### src/rtl/fk_pkg.sv
//==============================================================================
// fk_pkg - shared types, CORDIC constants and helpers for the fk_engine slice
// rev 1.0
//==============================================================================
`default_nettype none

package fk_pkg;

   typedef enum logic [2:0] {
      IDLE  = 3'd0,
      LATCH = 3'd1,
      COR1  = 3'd2,
      COR2  = 3'd3,
      MUL   = 3'd4,
      ADD   = 3'd5,
      OUT   = 3'd6
   } fk_state_t;

   // CORDIC gain K = prod(1/sqrt(1+2^-2i)) in Q30
   localparam int CORDIC_K_Q30 = 652032874;

   function automatic int gain_init(input int frac_w);
      return (CORDIC_K_Q30 + (1 << (29 - frac_w))) >>> (30 - frac_w);
   endfunction

   // atan(2^-i)/pi in Q30, rescaled so that pi = 2^(angle_w+1)
   function automatic int atan_lut(input int i, input int angle_w);
      int v;
      int sh;
      case (i)
         0:       v = 268435456;
         1:       v = 158466703;
         2:       v = 83729454;
         3:       v = 42502389;
         4:       v = 21333666;
         5:       v = 10677232;
         6:       v = 5339919;
         7:       v = 2670122;
         8:       v = 1335082;
         9:       v = 667543;
         10:      v = 333772;
         11:      v = 166886;
         12:      v = 83443;
         13:      v = 41722;
         14:      v = 20861;
         15:      v = 10430;
         default: v = 341782638 >>> i;
      endcase
      sh = 29 - angle_w;
      return (v + (1 << (sh - 1))) >>> sh;
   endfunction

   function automatic logic signed [63:0] saturate(input logic signed [63:0] v, input int w);
      logic signed [63:0] hi;
      logic signed [63:0] lo;
      hi = (64'sd1 <<< (w - 1)) - 64'sd1;
      lo = -(64'sd1 <<< (w - 1));
      if (v > hi)
         return hi;
      else if (v < lo)
         return lo;
      return v;
   endfunction

endpackage

`default_nettype wire

### src/rtl/fk_cordic.sv
//==============================================================================
// fk_cordic - iterative rotation-mode CORDIC, cos/sin of a signed binary angle
// rev 1.0
//==============================================================================
`default_nettype none

module fk_cordic
   import fk_pkg::*;
#(
   parameter int ANGLE_W      = 13,
   parameter int FRAC_W       = 16,
   parameter int CORDIC_ITERS = 14
) (
   input  logic                      clk,
   input  logic                      reset,
   input  logic                      start,
   input  logic signed [ANGLE_W-1:0] angle,
   output logic                      done,
   output logic signed [FRAC_W+1:0]  cos_o,
   output logic signed [FRAC_W+1:0]  sin_o
);

   localparam int ZW = ANGLE_W + 2;
   localparam int TW = FRAC_W + 2;
   localparam int CW = $clog2(CORDIC_ITERS + 1);
   localparam logic signed [ZW-1:0] HALF_PI = ZW'(1 << (ZW - 2));
   localparam logic signed [ZW-1:0] NEG_PI  = {1'b1, {(ZW-1){1'b0}}};
   localparam logic signed [TW-1:0] K0      = TW'(gain_init(FRAC_W));

   logic signed [TW-1:0] x_q, y_q, x0_d, y0_d, x_d, y_d;
   logic signed [ZW-1:0] z_q, z0_d, z_d, za;
   logic [CW-1:0]        cnt_q;
   logic                 busy_q, done_q;

   always_comb begin
      za   = {angle, 2'b00};
      x0_d = K0;
      y0_d = '0;
      z0_d = za;
      // Fold into [-pi/2, pi/2] by starting from the +/-y axis; -pi is treated as +pi
      if (za == NEG_PI) begin
         x0_d = '0;
         y0_d = K0;
         z0_d = HALF_PI;
      end else if (za > HALF_PI) begin
         x0_d = '0;
         y0_d = K0;
         z0_d = za - HALF_PI;
      end else if (za < -HALF_PI) begin
         x0_d = '0;
         y0_d = -K0;
         z0_d = za + HALF_PI;
      end

      if (!z_q[ZW-1]) begin
         x_d = x_q - (y_q >>> cnt_q);
         y_d = y_q + (x_q >>> cnt_q);
         z_d = z_q - ZW'(atan_lut(int'(cnt_q), ANGLE_W));
      end else begin
         x_d = x_q + (y_q >>> cnt_q);
         y_d = y_q - (x_q >>> cnt_q);
         z_d = z_q + ZW'(atan_lut(int'(cnt_q), ANGLE_W));
      end
   end

   always_ff @(posedge clk) begin
      if (reset) begin
         x_q    <= '0;
         y_q    <= '0;
         z_q    <= '0;
         cnt_q  <= '0;
         busy_q <= 1'b0;
         done_q <= 1'b0;
      end else begin
         done_q <= 1'b0;
         if (start) begin
            x_q    <= x0_d;
            y_q    <= y0_d;
            z_q    <= z0_d;
            cnt_q  <= '0;
            busy_q <= 1'b1;
         end else if (busy_q) begin
            x_q   <= x_d;
            y_q   <= y_d;
            z_q   <= z_d;
            cnt_q <= cnt_q + CW'(1);
            if (cnt_q == CW'(CORDIC_ITERS - 1)) begin
               busy_q <= 1'b0;
               done_q <= 1'b1;
            end
         end
      end
   end

   assign done  = done_q;
   assign cos_o = x_q;
   assign sin_o = y_q;

endmodule

`default_nettype wire

### src/rtl/fk_engine.sv
//==============================================================================
// fk_engine - two-link SCARA forward kinematics on one shared CORDIC.
// FK_ROUND_EN: round-half-up on the final >>FRAC_W scaling (floor otherwise). rev 1.0
//==============================================================================
`default_nettype none

module fk_engine
   import fk_pkg::*;
#(
   parameter int ANGLE_W      = 13,
   parameter int LEN_W        = 16,
   parameter int OUT_W        = 14,
   parameter int FRAC_W       = 16,
   parameter int CORDIC_ITERS = 14
) (
   input  logic                      clk,
   input  logic                      reset,
   input  logic                      in_valid,
   output logic                      in_ready,
   input  logic signed [ANGLE_W-1:0] theta1,
   input  logic signed [ANGLE_W-1:0] theta2,
   input  logic [LEN_W-1:0]          l1,
   input  logic [LEN_W-1:0]          l2,
   output logic                      out_valid,
   input  logic                      out_ready,
   output logic signed [OUT_W-1:0]   x,
   output logic signed [OUT_W-1:0]   y,
   output logic                      sat
);

   localparam int TW = FRAC_W + 2;
   localparam int PW = LEN_W + FRAC_W + 2;
`ifdef FK_ROUND_EN
   localparam logic signed [63:0] RND = 64'sd1 <<< (FRAC_W - 1);
`else
   localparam logic signed [63:0] RND = 64'sd0;
`endif

   fk_state_t                 state_q;
   logic signed [ANGLE_W-1:0] th1_q, th2_q, ths_q, cor_angle;
   logic [LEN_W-1:0]          l1_q, l2_q;
   logic signed [TW-1:0]      c1_q, s1_q, cs_q, ss_q, cor_cos, cor_sin;
   logic signed [PW-1:0]      px1_q, px2_q, py1_q, py2_q;
   logic signed [PW-1:0]      m_l1, m_l2, m_t1, m_t2, prod1, prod2;
   logic signed [63:0]        sx, sy, xs, ys;
   logic signed [OUT_W-1:0]   x_q, y_q, x_d, y_d;
   logic                      mul_ph_q, in_ready_q, out_valid_q, sat_q, sat_d;
   logic                      cor_start, cor_done;

   fk_cordic #(
      .ANGLE_W      (ANGLE_W),
      .FRAC_W       (FRAC_W),
      .CORDIC_ITERS (CORDIC_ITERS)
   ) u_cordic (
      .clk   (clk),
      .reset (reset),
      .start (cor_start),
      .angle (cor_angle),
      .done  (cor_done),
      .cos_o (cor_cos),
      .sin_o (cor_sin)
   );

   always_comb begin
      cor_start = (state_q == LATCH) || ((state_q == COR1) && cor_done);
      cor_angle = (state_q == LATCH) ? th1_q : ths_q;

      // Two multipliers: cos products in the first MUL cycle, sin products in the second
      m_l1  = signed'(PW'(l1_q));
      m_l2  = signed'(PW'(l2_q));
      m_t1  = mul_ph_q ? PW'(s1_q) : PW'(c1_q);
      m_t2  = mul_ph_q ? PW'(ss_q) : PW'(cs_q);
      prod1 = m_l1 * m_t1;
      prod2 = m_l2 * m_t2;

      sx    = 64'(px1_q) + 64'(px2_q) + RND;
      sy    = 64'(py1_q) + 64'(py2_q) + RND;
      xs    = sx >>> FRAC_W;
      ys    = sy >>> FRAC_W;
      x_d   = OUT_W'(saturate(xs, OUT_W));
      y_d   = OUT_W'(saturate(ys, OUT_W));
      sat_d = (saturate(xs, OUT_W) != xs) || (saturate(ys, OUT_W) != ys);
   end

   always_ff @(posedge clk) begin
      if (reset) begin
         state_q     <= IDLE;
         in_ready_q  <= 1'b1;
         out_valid_q <= 1'b0;
         x_q         <= '0;
         y_q         <= '0;
         sat_q       <= 1'b0;
         mul_ph_q    <= 1'b0;
         th1_q       <= '0;
         th2_q       <= '0;
         ths_q       <= '0;
         l1_q        <= '0;
         l2_q        <= '0;
         c1_q        <= '0;
         s1_q        <= '0;
         cs_q        <= '0;
         ss_q        <= '0;
         px1_q       <= '0;
         px2_q       <= '0;
         py1_q       <= '0;
         py2_q       <= '0;
      end else begin
         case (state_q)
            IDLE: begin
               if (in_valid && in_ready_q) begin
                  th1_q      <= theta1;
                  th2_q      <= theta2;
                  l1_q       <= l1;
                  l2_q       <= l2;
                  in_ready_q <= 1'b0;
                  state_q    <= LATCH;
               end
            end
            LATCH: begin
               ths_q   <= th1_q + th2_q;
               state_q <= COR1;
            end
            COR1: begin
               if (cor_done) begin
                  c1_q    <= cor_cos;
                  s1_q    <= cor_sin;
                  state_q <= COR2;
               end
            end
            COR2: begin
               if (cor_done) begin
                  cs_q     <= cor_cos;
                  ss_q     <= cor_sin;
                  mul_ph_q <= 1'b0;
                  state_q  <= MUL;
               end
            end
            MUL: begin
               if (!mul_ph_q) begin
                  px1_q    <= prod1;
                  px2_q    <= prod2;
                  mul_ph_q <= 1'b1;
               end else begin
                  py1_q    <= prod1;
                  py2_q    <= prod2;
                  mul_ph_q <= 1'b0;
                  state_q  <= ADD;
               end
            end
            ADD: begin
               x_q         <= x_d;
               y_q         <= y_d;
               sat_q       <= sat_d;
               out_valid_q <= 1'b1;
               state_q     <= OUT;
            end
            OUT: begin
               if (out_ready) begin
                  out_valid_q <= 1'b0;
                  in_ready_q  <= 1'b1;
                  state_q     <= IDLE;
               end
            end
            default: state_q <= IDLE;
         endcase
      end
   end

   assign in_ready  = in_ready_q;
   assign out_valid = out_valid_q;
   assign x         = x_q;
   assign y         = y_q;
   assign sat       = sat_q;

endmodule

`default_nettype wire

### config.mk
export PLATFORM = sky130hd
export DESIGN_NAME = fk_engine
export DESIGN_NICKNAME = d
export VERILOG_FILES = /design/src/rtl/fk_pkg.sv /design/src/rtl/fk_cordic.sv /design/src/rtl/fk_engine.sv
export SDC_FILE = /design/constraint.sdc
export NUM_CORES = 2
export LEC_CHECK = 0
export ABC_AREA = 1
export ABC_CLOCK_PERIOD_IN_PS = 9000
export CORE_MARGIN = 3
export CORE_UTILIZATION = 35
export CTS_BUF_LIST = sky130_fd_sc_hd__clkbuf_4 sky130_fd_sc_hd__clkbuf_8 sky130_fd_sc_hd__clkbuf_16
export CTS_CLUSTER_SIZE = 12
export DETAILED_ROUTE_END_ITERATION = 12
export PLACE_DENSITY_LB_ADDON = 0.05
export SLEW_MARGIN = 5
export SYNTH_ARGS = -nofsm -noshare
export SYNTH_HDL_FRONTEND = slang
export SYNTH_HIERARCHICAL = 1
export SYNTH_SLANG_ARGS = --single-unit
### constraint.sdc
create_clock -name clk -period 9 [get_ports clk]
set_clock_uncertainty 0.1 [all_clocks]
set_input_delay 1.35 -clock clk [delete_from_list [all_inputs] [get_ports clk]]
set_output_delay 1.35 -clock clk [all_outputs]
set_load 0.1 [all_outputs]
Word level (Yosys, flattened, before mapping)
Memory sizes are Yosys's and may differ from the RTL's. A register that Yosys moved wholly into a read port is not among the register bits. Cells that the tools add are included.

Bits in registers: 371. Memory bits (read-only): 928. Bits of input ports: 62. Output and inout port bits: 31. Logic and storage cells: 144. Memories kept: 2.

Add/sub/neg operators: 14. Multipliers: 2. Order comparisons: 6. Eq/ne operators: 15. Shift-type cells: 2. Mux-type cells: 55. Bitwise logic cells: 2. Reductions and logical operators: 20.

Memories: (no name shown) (words 16, bits a word 29, read ports 1, clocked after Yosys merged registers in 1, write ports 0, line fk_pkg.sv:30) `case (i)`; (no name shown) (words 16, bits a word 29, read ports 1, clocked after Yosys merged registers in 1, write ports 0, line fk_pkg.sv:30).

Operators by type and width (number): 2-to-1 mux 64 bit (6); 2-to-1 mux 18 bit (11); != test 64 x 19 -> 1 bit (2); 2-to-1 mux 15 bit (6); adder 34 x 34 -> 35 bit (2); multiplier 17 x 34 -> 34 bit (2); 2-to-1 mux 34 bit (2); adder 31 x 17 -> 31 bit, second input constant (2); 2-to-1 mux 31 bit (2); > comparator 19 x 14 -> 1 bit, second input constant (2); < comparator 19 x 14 -> 1 bit, second input constant (2); adder 18 bit (2); >>> shifter 18 x 4 -> 18 bit (2); subtractor 18 bit (2); case mux 3 bit (7 select lines) (1); 2-to-1 mux 16 bit (1); 2-to-1 mux 4 bit (4); adder 15 bit (1); adder 15 bit, second input constant (1); > comparator 15 bit, second input constant (1); < comparator 15 x 14 -> 1 bit, second input constant (1); 2-to-1 mux 3 bit (5); subtractor 15 bit (1); subtractor 15 bit, second input constant (1); other kinds (22) (54).

Longest topological paths before layout
Depth in word-level cells: 7. Depth in mapped cells: 34.

Hierarchy
Netlist, hierarchy kept.

Modules (own cells, without submodules): fk_engine (instances 1, cells each 5118, area each 38436.9 sq um, seq. area each 6286.0 sq um); fk_cordic (instances 1, cells each 1334, area each 8055.2 sq um, seq. area each 1421.4 sq um).

Least setup slack after synthesis
No wires, ideal clock.

Path kind: register -> register. Start: register mul_ph_q. End: register px2_q[33]. Library setup time: 109 ps. Arrival: 6335 ps. Required time: 8791 ps. Slack: 2456 ps. Cell stages (with the launch flop): 32. Buffers on the path: 3. Path through: dfxtp_1 -> clkbuf_1 -> clkbuf_1 -> or2_2 -> nand2_1 -> inv_1 -> clkbuf_1 -> nand2_1 -> fa_1 -> inv_1 -> fa_1 -> inv_1 -> fa_1 -> inv_1 -> fa_1 -> fa_1 -> inv_1 -> fa_1 -> inv_1 -> ha_1 -> a21oi_1 -> o21ai_0 -> a21oi_1 -> nand3_1 -> nand2_1 -> nand2_1 -> a21boi_0 -> nor2_1 -> o21ai_0 -> nand3_1 -> nand2_1 -> inv_1.

Cells in the longest elaborated chain, start to end: 2. Elaborated cells on any way between the ends: 4.

RTL lines: from (decl) (line fk_engine.sv:47) `logic mul_ph_q, in_ready_q, out_valid_q, sat_q, sat_d;`; from (signal assigned) (line fk_engine.sv:93) `mul_ph_q <= 1'b0;`; from (signal assigned) (line fk_engine.sv:134) `mul_ph_q <= 1'b0;`; from (signal assigned) (line fk_engine.sv:142) `mul_ph_q <= 1'b1;`; 2-to-1 mux 34 bit / inverter 1 bit (equally long branches); multiplier 17 x 34 -> 34 bit / AND reduction 2 bit (equally long branches); to (signal assigned) (line fk_engine.sv:141) `px2_q <= prod2;`; to (decl) (line fk_engine.sv:43) `logic signed [PW-1:0] px1_q, px2_q, py1_q, py2_q;`.

Several ways; a longest one is shown, not always the timed one. A chain may end at the register's enable or synchronous reset.

Worst setup path after layout
Start: register mul_ph_q. End: register py1_q[33].

Cells in the longest elaborated chain, start to end: 2. Elaborated cells on any way between the ends: 3.

RTL lines: 2-to-1 mux 34 bit (line fk_engine.sv:71) `m_t1 = mul_ph_q ? PW'(s1_q) : PW'(c1_q);`; multiplier 17 x 34 -> 34 bit (line fk_engine.sv:73) `prod1 = m_l1 * m_t1;`; to (signal assigned) (line fk_engine.sv:144) `py1_q <= prod1;`; to (decl) (line fk_engine.sv:43).

Several ways; a longest one is shown, not always the timed one.

==> results.tsv <==
stage	metric	value	unit
clock_tree	root_buffer	clkbuf_16	
clock_tree	numCtsBuffers	52	
pwr	p_leak	25.44	nW
timing	setup_tns	0	ps
grt	antenna_found_initial	11	
yosys	yosys.area.top_type	fa_1	
timing	rsz0062_at_grt	false	
yosys	yosysMostFrequentCell	nand2_1	
timing	slew_headroom	0.2415	
timing	fin_crit_sh	0.9147	
placed_design	hpwl	134500	µm
route	drt-wirelength-per-cell	20.44	µm
clock_tree	ctsLongestPathBuffers	3	
min_path	min_path_type	reg2reg	
pwr	power_density	217.2	nW/µm²
worst_setup_path	cp_max_fo	37	
clock_tree	cts_resized	0	
worst_setup_path	end_kind	register	
placed_design	io_buffers	92	
run_status	outcome	completed	
yosys	synth_edf_count	0	
worst_setup_path	cp.required	9480	ps
worst_setup_path	crit_family	adder cells	
yosys	synth_ff_type	dfxtp_1	
yosys	synth_seq_area_share	0.1658	
cells_and_area	drive_gt1_frac	0.05038	
yosys	netlist_instances	6452	
die	initial_core_util	0.3532	
route	via_count	40533	
die	core	131600	µm²
placed_design	dpl_cell_area	49140	µm²
route	drcViolationCount	0	
route	wl	168200	µm
grt	grt_max_degree	164	
run	maxCapViolations	0	
timing	period_minus_slack	8233	ps
timing	finalHoldViolCount	0	
yosys	synth-async-reset-ratio	0	
cells_and_area	fillers	14023	
die	die_h	370.5	µm
die	die_area	137200	µm²
route	drt-vias-per-instance	4.927	
clock_tree	cts_tree	built	
route	drt_iter0_drc	2888	
cells_and_area	area_growth	9.586	%
pwr	power	0.01107	W
timing	fin_ws	767.5	ps
timing	worst_slew_pin_slew	1134	ps
clock_tree	cts_hold_buf	0	
placed_design	dpl_worst_slack	912.1	ps
worst_setup_path	cp-start-kind	register	
worst_setup_path	worstPathBufferInverterCount	9	
grt	grt_pass1_wl	258600	µm
clock_tree	clock_sinks	385	
yosys	syn-num-nets	7408	
timing	setup_viol	0	
grt	grt_pass1_vias	41097	
grt	grt.overflow.total	0	
clock_tree	post_cts_buffers	0	
pwr	vdd_drop_max	236.0	µV
yosys	yosysUniqueCellTypes	63	
yosys	ys_seq_elements	385	
grt	track_usage	0.2472	
route	drtPass1Iterations	6	
cells_and_area	nNetsFinal	7386	
clock_tree	h-tree-depth	2	
yosys	syn_avg_cell_area	7.206	µm²
worst_setup_path	cpMaxStageDelayCell	fa_1	
yosys	yosys_warnings	6	
die	row_count	133	
placed_design	place_congestion	0.9077	
die	die_width	370.5	µm
route	final_antenna_net_count	0	
timing	max_freq	121.5	MHz
clock_tree	clock_latency	680	ps
cells_and_area	fin_area	50950	µm²
yosys	syn_area	46490	µm²
yosys	yosysTopAreaCellShare	0.2497	
yosys	synth_common_cells	nand2_1, inv_1, nor2_1, fa_1, dfxtp_1	
worst_setup_path	arrival	8710	ps
timing	drv_slew	0	
clock_tree	clk_pin_slew_worst_paths	60	ps
worst_setup_path	cpMostUsedCell	inv_1	
worst_setup_path	critPathKind	reg2reg	
die	io-pin-count	93	
yosys	netlist_top_cells_area	fa_1, dfxtp_1, nand2_1, inv_1, ha_1	
worst_setup_path	worst_path_largest_cell_delay	560	ps
-- path summary, 6_finish.rpt --
path / startpoint / endpoint / cells after the start / slack, ps
min reg2reg: th2_q[10] / th2_q[10] / 2 / 350
min: th2_q[10] / th2_q[10] / 2 / 350
max reg2reg: mul_ph_q / py1_q[33] / 32 / 770
max: mul_ph_q / py1_q[33] / 32 / 770
-- worst reg2reg max path, delay by kind of cell (launching register included) --
kind            cells  cell delay, ps
fa+ha+maj           7            3390
simple gates       15            2780
buf+inv             9            1440
flops               1             310
compound gates      1             130
-- cell families after synthesis --
family / after synthesis / share of synthesized area
compound gates: 965 / 0.1185
xor+xnor: 156 / 0.02955
fa+ha+maj: 894 / 0.3342
buf+inv: 1525 / 0.1248
flops: 385 / 0.1658
mux: 1 / 0.0002422
simple gates: 2526 / 0.2269
-- metrics by stage --
step                      std cells    util  hold slack [ps]
final                          8227  0.3871            353.5
after global routing           8226  0.3870            381.9
after CTS                      8226  0.3870            357.4
after detailed placement       8131  0.3733            349.0
after global placement         8131  0.3733            343.0
after floorplan                6452       -            327.4
-- registers in the layout, indices dropped and copies added (netlist names), 14 cells and up, named ones only --
name / flops
s1_q: 18
cs_q: 18
u_cordic/z_q: 15
x: 14
y: 14
px2_q: 34
l2_q: 16
py1_q: 34
u_cordic/cos_o: 18
px1_q: 34
c1_q: 18
l1_q: 16
py2_q: 34
ss_q: 18
u_cordic/sin_o: 18
-- routing by layer --
metal  share of wire  global-route usage  vias up  routed length [µm]
met1            0.46              0.3382    19680               77390
met4           0.020             0.04788        0                3389
met2            0.47              0.4169      817               79610
met5               0                   0        -                   0
met3           0.046             0.03475      155                7789
li1                -                   -    19881                   -
-- cells in the final DEF (no fill, tap or decap), types with 9 or more instances in the layout --
master,count
a21o_1,17
a21oi_1,348
a21oi_2,11
a31oi_1,41
buf_4,49
clkbuf_16,52
clkdlybuf4s50_1,91
clkinv_1,27
clkinv_2,11
dfxtp_1,385
fa_1,580
ha_1,314
inv_1,1259
inv_2,21
nand2_1,1328
nand2_2,13
nand3_1,349
nand3b_1,9
nand4_1,24
nor2_1,619
nor2_2,14
nor2_4,9
nor3_1,44
o211ai_1,57
o21a_1,15
o21ai_0,336
o21ai_1,15
o21bai_1,82
or2_2,85
xnor2_1,55
xor2_1,100
-- final cells by class --
class / instances / area [µm²] / area share
inverters: 1308 / 4917 / 0.09651
repair buffers: 141 / 1299 / 0.02549
clock inverters: 33 / 390.4 / 0.007662
clock buffers: 62 / 1420 / 0.02787
flip-flops and latches: 385 / 7707 / 0.1513
multi-input cells: 4542 / 33020 / 0.6480
diodes: 1 / 2.502 / 0.00004912
well taps: 1755 / 2196 / 0.04310
-- report_power, final --
| group | leakage (nW) | internal, W | total, W | switching, W |
|---|---|---|---|---|
| clock network | 0.879 | 0.00128 | 0.00223 | 0.000952 |
| registers | 3.12 | 0.00196 | 0.00253 | 0.000574 |
| logic | 21.4 | 0.00210 | 0.00630 | 0.00420 |
| total | 25.4 | 0.00534 | 0.0111 | 0.00573 |
(Power assumes the default switching activity.)
